--- src/rtl/pkt_slot_manager.sv ---
// Free-slot allocator for the cut / no-cut packet buffers, round-robin per pool.
// Latency: grant/fail and dbl_free_err are registered, 1 cycle after the request/strobe.
// Backpressure: none; a request to an exhausted pool returns a one-cycle alloc_fail pulse.

// One pool: free bitmap, last-granted pointer, free counter and registered empty flag.
module pkt_slot_pool #(
    parameter int SLOT_BITS = 4
) (
    input  logic                 clk,
    input  logic                 reset,
    input  logic                 req,
    input  logic                 rec_wr,
    input  logic [SLOT_BITS-1:0] rec_addr,
    output logic                 found,
    output logic [SLOT_BITS-1:0] slot,
    output logic                 dbl,
    output logic [SLOT_BITS:0]   free_cnt,
    output logic                 empty
);
    localparam int NSLOT = 1 << SLOT_BITS;
    localparam int CW    = SLOT_BITS + 1;

    logic [NSLOT-1:0]     bitmap;
    logic [SLOT_BITS-1:0] lp;
    logic [SLOT_BITS-1:0] idx;
    logic [NSLOT-1:0]     map_nxt;
    logic [CW-1:0]        cnt_nxt;
    logic                 hit;
    logic                 rec_ok;
    logic                 take;

    // Round-robin search of the registered bitmap starting just after the last grant.
    // The final iteration wraps back onto lp itself, so every slot is covered.
    always_comb begin
        found = 1'b0;
        slot  = '0;
        idx   = '0;
        for (int i = 1; i <= NSLOT; i++) begin
            idx = lp + SLOT_BITS'(i);
            if (!found && bitmap[idx]) begin
                found = 1'b1;
                slot  = idx;
            end
        end
    end

    // A recycle of an already-free slot is ignored and flagged. This also covers
    // recycling the slot being granted this cycle, since that slot is free pre-edge.
    assign hit    = bitmap[rec_addr];
    assign rec_ok = rec_wr && !hit;
    assign dbl    = rec_wr && hit;
    assign take   = req && found;

    // Next bitmap and counter; a successful recycle and a grant can never hit the same bit.
    always_comb begin
        map_nxt = bitmap;
        if (rec_ok) begin
            map_nxt[rec_addr] = 1'b1;
        end
        if (take) begin
            map_nxt[slot] = 1'b0;
        end
        cnt_nxt = free_cnt + CW'(rec_ok) - CW'(take);
    end

    // Pool state; lp resets to all ones so the first grant lands on slot 0.
    always_ff @(posedge clk) begin
        if (reset) begin
            bitmap   <= '1;
            lp       <= '1;
            free_cnt <= CW'(NSLOT);
            empty    <= 1'b0;
        end else begin
            bitmap   <= map_nxt;
            free_cnt <= cnt_nxt;
            empty    <= (cnt_nxt == '0);
            if (take) begin
                lp <= slot;
            end
        end
    end
endmodule

module pkt_slot_manager #(
    parameter int SLOT_BITS = 4
) (
    input  logic                   clk,
    input  logic                   reset,
    input  logic                   alloc_req,
    input  logic                   alloc_cut,
    output logic                   alloc_grant,
    output logic [SLOT_BITS:0]     alloc_addr,
    output logic [SLOT_BITS+6:0]   alloc_ram_base,
    output logic                   alloc_fail,
    input  logic [SLOT_BITS-1:0]   cut_recycle_addr,
    input  logic                   cut_recycle_wr,
    input  logic [SLOT_BITS-1:0]   nocut_recycle_addr,
    input  logic                   nocut_recycle_wr,
    output logic [SLOT_BITS:0]     cut_free_cnt,
    output logic [SLOT_BITS:0]     nocut_free_cnt,
    output logic                   cut_empty,
    output logic                   nocut_empty,
    output logic                   dbl_free_err
);
    logic                 cut_found;
    logic                 nocut_found;
    logic [SLOT_BITS-1:0] cut_slot;
    logic [SLOT_BITS-1:0] nocut_slot;
    logic                 cut_dbl;
    logic                 nocut_dbl;
    logic                 sel_found;
    logic [SLOT_BITS-1:0] sel_slot;

    pkt_slot_pool #(.SLOT_BITS(SLOT_BITS)) u_cut (
        .clk      (clk),
        .reset    (reset),
        .req      (alloc_req && alloc_cut),
        .rec_wr   (cut_recycle_wr),
        .rec_addr (cut_recycle_addr),
        .found    (cut_found),
        .slot     (cut_slot),
        .dbl      (cut_dbl),
        .free_cnt (cut_free_cnt),
        .empty    (cut_empty)
    );

    pkt_slot_pool #(.SLOT_BITS(SLOT_BITS)) u_nocut (
        .clk      (clk),
        .reset    (reset),
        .req      (alloc_req && !alloc_cut),
        .rec_wr   (nocut_recycle_wr),
        .rec_addr (nocut_recycle_addr),
        .found    (nocut_found),
        .slot     (nocut_slot),
        .dbl      (nocut_dbl),
        .free_cnt (nocut_free_cnt),
        .empty    (nocut_empty)
    );

    assign sel_found = alloc_cut ? cut_found : nocut_found;
    assign sel_slot  = alloc_cut ? cut_slot  : nocut_slot;

    // Registered response; address outputs hold the last grant between grants.
    always_ff @(posedge clk) begin
        if (reset) begin
            alloc_grant    <= 1'b0;
            alloc_fail     <= 1'b0;
            alloc_addr     <= '0;
            alloc_ram_base <= '0;
            dbl_free_err   <= 1'b0;
        end else begin
            alloc_grant  <= alloc_req && sel_found;
            alloc_fail   <= alloc_req && !sel_found;
            dbl_free_err <= cut_dbl || nocut_dbl;
            if (alloc_req && sel_found) begin
                alloc_addr     <= {alloc_cut, sel_slot};
                alloc_ram_base <= {sel_slot, 7'b0};
            end
        end
    end
endmodule

--- config.mk ---
export PLATFORM = sky130hd
export DESIGN_NAME = pkt_slot_manager
export DESIGN_NICKNAME = d
export VERILOG_FILES = /design/src/rtl/pkt_slot_manager.sv
export SDC_FILE = /design/constraint.sdc
export NUM_CORES = 1
export LEC_CHECK = 0
export CAP_MARGIN = 0
export CELL_PAD_IN_SITES_DETAIL_PLACEMENT = 0
export CELL_PAD_IN_SITES_GLOBAL_PLACEMENT = 1
export CORE_MARGIN = 5
export CORE_UTILIZATION = 45
export CTS_CLUSTER_DIAMETER = 30
export CTS_CLUSTER_SIZE = 30
export DETAILED_ROUTE_END_ITERATION = 7
export PLACE_DENSITY_LB_ADDON = 0.1
export SLEW_MARGIN = 20
export SYNTH_ARGS = -nofsm -noshare
export SYNTH_HDL_FRONTEND = slang
export SYNTH_SLANG_ARGS = --single-unit
export TNS_END_PERCENT = 5
--- constraint.sdc ---
create_clock -name clk -period 10.8 [get_ports clk]
set_input_delay 2.16 -clock clk [delete_from_list [all_inputs] [get_ports clk]]
set_output_delay 2.16 -clock clk [all_outputs]
set_load 0.02 [all_outputs]
Word level (Yosys, flattened, before mapping)

Index checks and enable logic that the tools add are counted.

Add/sub/neg operators: 34
Bitwise gates (word level): 6
Reduce and logical (&&, ||, !) cells: 81
$lt $le $gt $ge: 40
Multiplexer cells: 146

Operators by type and width:

| kind                                                                  | count |
|---|---|
| 4-bit by 5-bit < comparator with 1-bit output, second input constant  | 36 |
| 1-bit binary-select mux with 4-bit select                             | 34 |
| 4-bit 2-to-1 mux                                                      | 33 |
| 1-bit 2-to-1 mux                                                      | 71 |
| 4-bit adder, second input constant                                    | 16 |
| 16-bit 2-to-1 mux                                                     | 4 |
| 1-bit logical AND                                                     | 44 |
| 1-bit logical NOT                                                     | 34 |
| 4-bit by 3-bit adder with 4-bit output, second input constant         | 8 |
| 16-bit AND                                                            | 2 |
| 16-bit inverter                                                       | 2 |
| 16-bit OR                                                             | 2 |
| 4-bit by 2-bit adder with 4-bit output, second input constant         | 4 |
| 1-bit demux with 4-bit select                                         | 4 |
| 4-bit by 1-bit >= comparator with 1-bit output, second input constant | 4 |
| 5-bit by 1-bit adder with 5-bit output                                | 2 |
| 5-bit logical NOT                                                     | 2 |
| 5-bit by 1-bit subtractor with 5-bit output                           | 2 |
| 4-bit by 1-bit adder with 4-bit output, second input constant         | 2 |
| 1-bit logical OR                                                      | 1 |

Register bits: 64
Output and inout bits: 31

Longest topological paths before layout

Depth after elaboration: 56
Gate-level depth with buffers: 26

Hierarchy

From an unflattened synthesis, not the netlist that was laid out.

Cells, all modules: 885
Area, all modules: 8152.8 µm²

By module, submodules not included:

| module                   | seq. area each (µm²) | instances | area an instance (µm²) | cells each |
|---|---|---|---|---|
| pkt_slot_pool at u_nocut | 520.5                | 1         | 3872.5                 | 436 |
| pkt_slot_pool at u_cut   | 520.5                | 1         | 3843.7                 | 402 |
| pkt_slot_manager         | 160.2                | 1         | 436.7                  | 47 |

Worst setup path before layout

Ideal clock, no wire load.

Path type: register to register
From: reg u_cut.lp[1]
To: reg u_cut.empty
Path slack: 4.839 ns
Data arrival time: 5.897 ns
Stages on the path, launching flop included: 20
Buffers on the path: 3
Required time: 10.735 ns
Path through: dfxtp_1 -> buf_1 -> clkbuf_1 -> inv_1 -> ha_1 -> buf_1 -> mux4_2 -> mux4_2 -> nor4_1 -> and3_1 -> nand3_1 -> nand3_1 -> clkinv_1 -> ha_1 -> inv_1 -> ha_1 -> fa_1 -> xor2_1 -> or4_1 -> nor2_1

Longest elaborated chain between the ends: 52

RTL lines:

| item                                            | RTL line | source |
|---|---|---|
| start, declared                                 | 24       | `logic [SLOT_BITS-1:0] lp;` |
| start signal, assigned                          | 78       | `lp <= slot;` |
| 4-bit by 1-bit adder with 4-bit output          | 39       | `idx = lp + SLOT_BITS'(i);` |
| 1-bit binary-select mux with 4-bit select       | 40       | `if (!found && bitmap[idx]) begin` |
| 1-bit 2-to-1 mux (not written as such)          | 40       |  |
| 1-bit 2-to-1 mux                                | 40       |  |
| 1-bit logical NOT                               | 40       |  |
| 1-bit logical AND                               | 40       |  |
| 1-bit 2-to-1 mux                                | 40       |  |
| 1-bit logical NOT                               | 40       |  |
| [36 not listed]                                 | --       |  |
| 1-bit logical AND                               | 40       |  |
| 1-bit 2-to-1 mux                                | 40       |  |
| 1-bit logical NOT                               | 40       |  |
| 1-bit logical AND                               | 40       |  |
| 1-bit 2-to-1 mux (*)                            | 40       |  |
| 1-bit logical AND (*)                           | 52       | `assign take = req && found;` |
| 5-bit by 1-bit subtractor with 5-bit output (*) | 63       | `cnt_nxt = free_cnt + CW'(rec_ok) - CW'(take);` |
| 5-bit logical NOT (*)                           | 76       | `empty <= (cnt_nxt == '0);` |
| end signal, assigned                            | 76       |  |
| end, declared                                   | 18       | `output logic empty` |

Every way passes the cells marked *; elsewhere a longest branch is shown, timed or not. The select of a mux whose other input is x is not followed.
A chain may end at the register's enable or synchronous reset.

Worst setup path in the final report

From: reg u_cut.lp[0]
To: reg u_cut.empty

Same word-level chain as after synthesis.

==> flow_summary.toml <==
[status]
result_of_the_run = "finished clean"

[synth]
synth-warning-count = 0
ys_ff_latch = 60
synth_enable_flop_cells = 0
synthesis.area_mm2 = 0.007908
yosysSeqAreaShare_pct = 15.19
yosysUniqueCellTypes = 80
share_of_async_settable_or_async_resettable_flops_after_synthesis_pct = 0
synthesis.area_per_instance_um2 = 8.503
yosys_most_used_dff = "sky130_fd_sc_hd__dfxtp_1"
number_of_standard_cells_after_synthesis = 930

[grt]
grt_max_degree = 46
antenna_found_initial = 0
grt_first_pass_wirelength_um = 43280
groute.usage.overall_pct = 26.74
overflow = 0
first_global_vias = 7621

[timing]
timing.final.hold_violations = 0
finalWorstPathRequiredPeriod_ps = 6496
worst-slew-pin-transition_ps = 1100
final-setup-viol-count = 0
post-route-period-util_pct = 60.14
report.final.slew_viol_count = 0
max-slew-margin-rel_pct = 26.43
max_freq_mhz = 154.0
final.setup_skew_ps = 9.684
total_negative_slack_ps = 0
setup_repair_after_global_routing_missed_its_margin = "false"

[pwr]
post-layout-total-power_mw = 1.174
p_leak_nw = 3.075
ir_worst_vdd_v = 0.0001065
internal_dissipation_mw = 0.6672
power.clock.fraction_pct = 24.5
pwr_density_mw_per_mm2 = 134.9
switching_power_share_of_the_total_pct = 43.16
seqPwrFrac_pct = 23.8
power.share.combinational_pct = 51.7
power.switching_mw = 0.5067

[placement]
placed_instance_count = 1151
placedInstanceArea_mm2 = 0.008408
routability_congestion = 0.9946
post-dp-hpwl_um = 20910
placement.io_buffers = 37

[cts]
clkLatencyLatePin_ps = 330
clkTransAtPathRegs_ps = 60
cts_inserted_buffers = 9
cts_hold_buffers = 0
cts_setup_buffers = 0
ctsLongestPathBuffers = 2
clock_tree.htree_level_count = 3
post_cts_sizing = 0
cts-root-buf = "sky130_fd_sc_hd__clkbuf_16"
tritoncts_num_sinks = 60
cts_tree = "built"

[setup_path]
cp_class = "reg2reg"
worst-endpoint-arrival_ps = 6760
r2r_worst_path_depth = 18
r2r_slack_ps = 4300
worstSetupStartpointType = "flip-flop"
crit_required_ps = 11060
kind_of_end_point_of_the_critical_path = "flip-flop"
worstPathMaxFanout = 30

[layout]
nNetsFinal = 979
n_antenna_cell = 0
area_growth_syn_to_layout_pct = 10.05
postLayoutCellArea_mm2 = 0.008702
final_layout_size_suffix_gt1_share_pct = 15.82
final_util_pct = 50.31
stdcell_count = 1167

[die]
core.rowCount = 48
chipHeight_um = 142.6
die_width_um = 142.6
start_util_pct = 45.72
coreArea_mm2 = 0.01730
io_pins = 45
die-area_mm2 = 0.02032

[min_path]
hold_path.class = "reg2reg"
worstHoldPathCells = 2

[detailed_routing]
avgViaCountPerCell = 6.902
wire_per_inst_um = 23.56
detail_route.drc_violations = 0
detailroute.via_count = 8055
drt-pass1-iter-count = 8
drtIter0Drc = 943
route.antenna.remaining_nets = 0
total_wire_length_um = 27490

[flow_run]
max_cap_violations = 0
## layout make-up
cell class	count	area, um^2
fill	1669	8594
multi-input combinational	774	6289
sequential	60	1202
timing repair buffer	53	490.5
tap	225	281.5
clock buffer	9	225.2
inverter	39	146.4
clock inverter	7	67.56
## flip-flops by register name, summed over array words and instances, names as in the netlist
name	flops
alloc_fail	1
u_cut.empty	1
u_cut.free_cnt	5
u_nocut.free_cnt	5
u_nocut.lp	4
alloc_grant	1
dbl_free_err	1
alloc_addr	5
u_cut.lp	4
u_nocut.bitmap	16
u_nocut.empty	1
u_cut.bitmap	16
## worst paths after layout
kind                                                    to                  startpoint
worst min register to register  alloc_addr[4]$_SDFFE_PP0P_  alloc_addr[4]$_SDFFE_PP0P_
worst min-delay path            alloc_addr[4]$_SDFFE_PP0P_  alloc_addr[4]$_SDFFE_PP0P_
worst max-delay path                u_cut.empty$_SDFF_PP0_    u_cut.lp[0]$_SDFFE_PP1N_
worst max register to register      u_cut.empty$_SDFF_PP0_    u_cut.lp[0]$_SDFFE_PP1N_
## stage by stage
step                worst slack [ps]  hold slack, ps
floorplan                       4839           534.5
global placement                4350           474.6
detailed placement              4140           478.1
CTS                             4099           489.8
global route                    3823           520.7
finish                          4304           495.5
## layout by cell type, fill, tap and decap left out, types with 23 or more instances in the layout
cell / count
sky130_fd_sc_hd__nor3_1: 29
sky130_fd_sc_hd__nand3_1: 33
sky130_fd_sc_hd__o21ai_0: 25
sky130_fd_sc_hd__mux2i_1: 52
sky130_fd_sc_hd__nor2_1: 73
sky130_fd_sc_hd__clkdlybuf4s50_1: 37
sky130_fd_sc_hd__inv_1: 35
sky130_fd_sc_hd__a31oi_1: 23
sky130_fd_sc_hd__ha_1: 26
sky130_fd_sc_hd__nand2_1: 62
sky130_fd_sc_hd__mux4_2: 57
sky130_fd_sc_hd__a21oi_1: 50
sky130_fd_sc_hd__dfxtp_1: 59
sky130_fd_sc_hd__mux2_2: 38
## cell usage after synthesis (17+ instances only)
library cell | number | area share (%)
sky130_fd_sc_hd__inv_1 | 35 | 1.7
sky130_fd_sc_hd__clkbuf_1 | 35 | 1.7
sky130_fd_sc_hd__nor2b_1 | 17 | 1.3
sky130_fd_sc_hd__o21ai_0 | 25 | 1.6
sky130_fd_sc_hd__mux2i_1 | 52 | 6.6
sky130_fd_sc_hd__a21oi_1 | 50 | 3.2
sky130_fd_sc_hd__mux4_2 | 57 | 16
sky130_fd_sc_hd__nand3_1 | 33 | 2.1
sky130_fd_sc_hd__nor2_1 | 73 | 3.5
sky130_fd_sc_hd__nand2_1 | 62 | 2.9
sky130_fd_sc_hd__mux2_2 | 38 | 5.4
sky130_fd_sc_hd__o32a_1 | 17 | 2.2
sky130_fd_sc_hd__a31oi_1 | 23 | 1.8
sky130_fd_sc_hd__nor3_1 | 29 | 1.8
sky130_fd_sc_hd__dfxtp_1 | 60 | 15
sky130_fd_sc_hd__ha_1 | 26 | 4.1
## power groups by stage
stage | Clock (mW) | Combinational (mW) | Sequential (mW)
6_report | 0.287 | 0.607 | 0.280
5_1_grt | 0.302 | 0.653 | 0.284
4_1_cts | 0.292 | 0.595 | 0.279
3_5_place_dp | 0 | 0.592 | 0.283
3_3_place_gp | 0 | 0.590 | 0.283
2_1_floorplan | 0 | 0.416 | 0.289
## layer usage
metal	GRT usage (%)	share of wire [%]
met2	37.02	41
met5	0	0
met1	41.17	47
met4	6.953	2.0
met3	6.485	11
## kinds of logic (layout without fill, tap and decap cells)
kind of cell / Yosys count / in the layout / share of synthesized area [%]
simple gates: 309 / 309 / 19.76
compound gates: 253 / 253 / 23.16
mux: 147 / 147 / 28.23
buf+inv: 102 / 108 / 5.665
flops: 60 / 60 / 15.19
xor+xnor: 30 / 30 / 3.323
fa+ha+maj: 28 / 28 / 4.620
other cells: 1 / 7 / 0.04742
## critical path: stages, from the launching register on
cell and delay [ps]:
sky130_fd_sc_hd__dfxtp_1 300, sky130_fd_sc_hd__buf_4 330, sky130_fd_sc_hd__inv_1 340, sky130_fd_sc_hd__ha_1 980, sky130_fd_sc_hd__mux4_2 520, sky130_fd_sc_hd__mux2_2 320
sky130_fd_sc_hd__mux2i_1 420, sky130_fd_sc_hd__nand3_1 220, sky130_fd_sc_hd__nor3_1 570, sky130_fd_sc_hd__nand3_1 200, sky130_fd_sc_hd__nand3_1 260, sky130_fd_sc_hd__clkinv_1 260
sky130_fd_sc_hd__ha_1 340, sky130_fd_sc_hd__inv_1 40, sky130_fd_sc_hd__ha_1 210, sky130_fd_sc_hd__fa_1 410, sky130_fd_sc_hd__xor2_1 180, sky130_fd_sc_hd__or4_1 410
sky130_fd_sc_hd__nor2_1 90
Note: power is estimated with default switching activity, not from simulation.
==> variant (same settings) <==
`SLOT_BITS` is set to 4 in 2 places; all go to 3.
--- a/src/rtl/pkt_slot_manager.sv
+++ b/src/rtl/pkt_slot_manager.sv
@@ -5,5 +5,5 @@
 // One pool: free bitmap, last-granted pointer, free counter and registered empty flag.
 module pkt_slot_pool #(
-    parameter int SLOT_BITS = 4
+    parameter int SLOT_BITS = 3
 ) (
     input  logic                 clk,
@@ -83,5 +83,5 @@
 
 module pkt_slot_manager #(
-    parameter int SLOT_BITS = 4
+    parameter int SLOT_BITS = 3
 ) (
     input  logic                   clk,
Ports: changed (6 resized); port bits go from 45 to 39. The function was not compared with the original's and may differ.
==> variant against the unedited design <==
- design area shrank 51%
- sequential cell count decreased by 21
- routed wire length down 65%
- area after synthesis shrank 51%
- utilization up 0.63 points
- worst hold slack got worse by 0.026 ns
- setup slack better by 1.7 ns
- power decreased by 55%
- maximum frequency is 36% higher
- largest cell class unchanged
==> variant: results (changes against the unedited design) <==
status:
  status: "completed"
clock_tree:
  cts_made_buffers: 5  # -4
  h-tree-depth: 2  # -1
  ctsResizeCount: 0  # unchanged
  worstSkewPairLatency_ns: 0.29  # -0.04 ns
  path_clk_slew_ns: 0.07
  cts_root_buffer: "clkbuf_8"
  postCtsSetupRepairBufs: 0  # unchanged
place:
  dp.cells: 547  # -52%
  place_ws_ns: 5.93  # +1.79 ns
  place_congestion: 0.831  # -16%
  portBuffers: 31  # -16%
  dp_hpwl_microns: 7260  # -65%
grt:
  grt_antenna_before_repair: 0  # unchanged
  grtUsageTotal_pct: 18.8  # -7.9 points
  grt_max_degree: 27  # -41%
  grt_first_pass_wirelength_microns: 16000  # -63%
  grt_pass1_vias: 3247  # -57%
drt:
  vias: 3359  # -58%
  dr.pass1.iters: 5  # -3
  routed_via_density: 6.06  # -12%
  routed_wirelength_microns: 9570  # -65%
  drt-initial-drc-count: 175  # -81%
worst_setup_path:
  max_stage_delay_ns: 0.70  # -0.28 ns
  rr_worst_depth: 18  # unchanged
  arrival_ns: 4.98  # -1.78 ns
  path_max_fanout: 14  # -53%
final_layout:
  reg_top3: "u_cut.bitmap: 8 flops, u_nocut.bitmap: 8 flops"
  antenna_cells: 0  # unchanged
  fillers: 779  # -53%
  drive_gt1_share_pct: 13.1  # -2.7 points
  fin_nets: 475  # -51%
logic_synthesis:
  ys_types: 79  # -1.3%
  syn_inst: 436  # -53%
  async_flop_share_pct: 0  # unchanged
  synthFlopType: "dfxtp_1"
  synth.area.top_cells: "dfxtp_1 20%, mux2i_1 9.6%, mux4_2 7.0%, ha_1 3.9%, inv_1 3.4%"
  netlist_top_cells_count: "39 x dfxtp_1, 37 x mux2i_1, 35 x inv_1, 31 x nand2_1, 27 x nor2_1"
  yosysSeqAreaShare_pct: 20.2  # +5.0 points
power:
  p_leak_nw: 1.67  # -46%
  max-vdd-ir-drop_v: 0.000120  # +12%
sta:
  max_slew_margin_pct: 35.8  # +9.4 points
  finClkSkew_ns: 0.00560  # -0.00409 ns
-- variant: changes by cell type after synthesis, moves of 16 or more --
cell      unedited run  this run
mux2_2              38         7
nor3_1              29         5
clkbuf_1            35        10
nand3_1             33        17
nand2_1             62        31
o21ai_0             25         7
nor2_1              73        27
mux4_2              57        12
o32a_1              17         1
dfxtp_1             60        39
a21oi_1             50        17
-- variant: per-stage QoR --
stage / hold slack, ns / power [mW] / area (sq um)
after floorplan: 0.533 / 0.365 / 3890
after global placement: 0.447 / 0.426 / 4140
after detailed placement: 0.456 / 0.428 / 4140
after CTS: 0.465 / 0.527 / 4230
after global routing: 0.500 / 0.560 / 4230
final: 0.470 / 0.523 / 4230
-- variant: per-layer routing --
metal	wire length [microns]	part of all wire [%]	global-route usage [%]
met1	4670	49	27.6
met2	4310	45	28.8
met3	524	5.5	3.65
met4	67	0.70	3.63
met5	0	0	0
-- variant: report_power, final --
group / total, mW / internal [mW] / switching, mW
Sequential: 0.184 / 0.162 / 0.0225
Combinational: 0.241 / 0.108 / 0.133
Clock: 0.0977 / 0.0501 / 0.0477
-- variant: kinds of logic after synthesis --
group | after synthesis | synth area share (%)
compound gates | 119 | 24.7
simple gates | 119 | 16.3
buf+inv | 69 | 8.93
mux | 58 | 19.7
flops | 39 | 20.2
xor+xnor | 17 | 5.21
fa+ha+maj | 14 | 4.92
other cells | 1 | 0.0970
-- variant: path summary, 6_finish.rpt --
kind                      start       endpoint  slack (ns)
setup / recovery  u_nocut.lp[1]  u_nocut.empty        6.01
hold / removal    alloc_addr[3]  alloc_addr[3]        0.47
setup reg to reg  u_nocut.lp[1]  u_nocut.empty        6.01
hold reg to reg   alloc_addr[3]  alloc_addr[3]        0.47
-- variant: critical path, delay by kind of cell, from the launching register on --
family	cells	cell delay, ns
mux	2	0.55
simple gates	5	1.34
flops	1	0.31
fa+ha+maj	3	1.14
xor+xnor	1	0.13
buf+inv	4	0.58
compound gates	3	0.64
-- variant: final cells by class --
cell class	count	area share (%)
multi-input combinational	334	65.4
tap	105	3.11
sequential	39	18.5
inverter	35	3.11
clock inverter	1	0.118
timing repair buffer	34	7.87
clock buffer	6	1.95
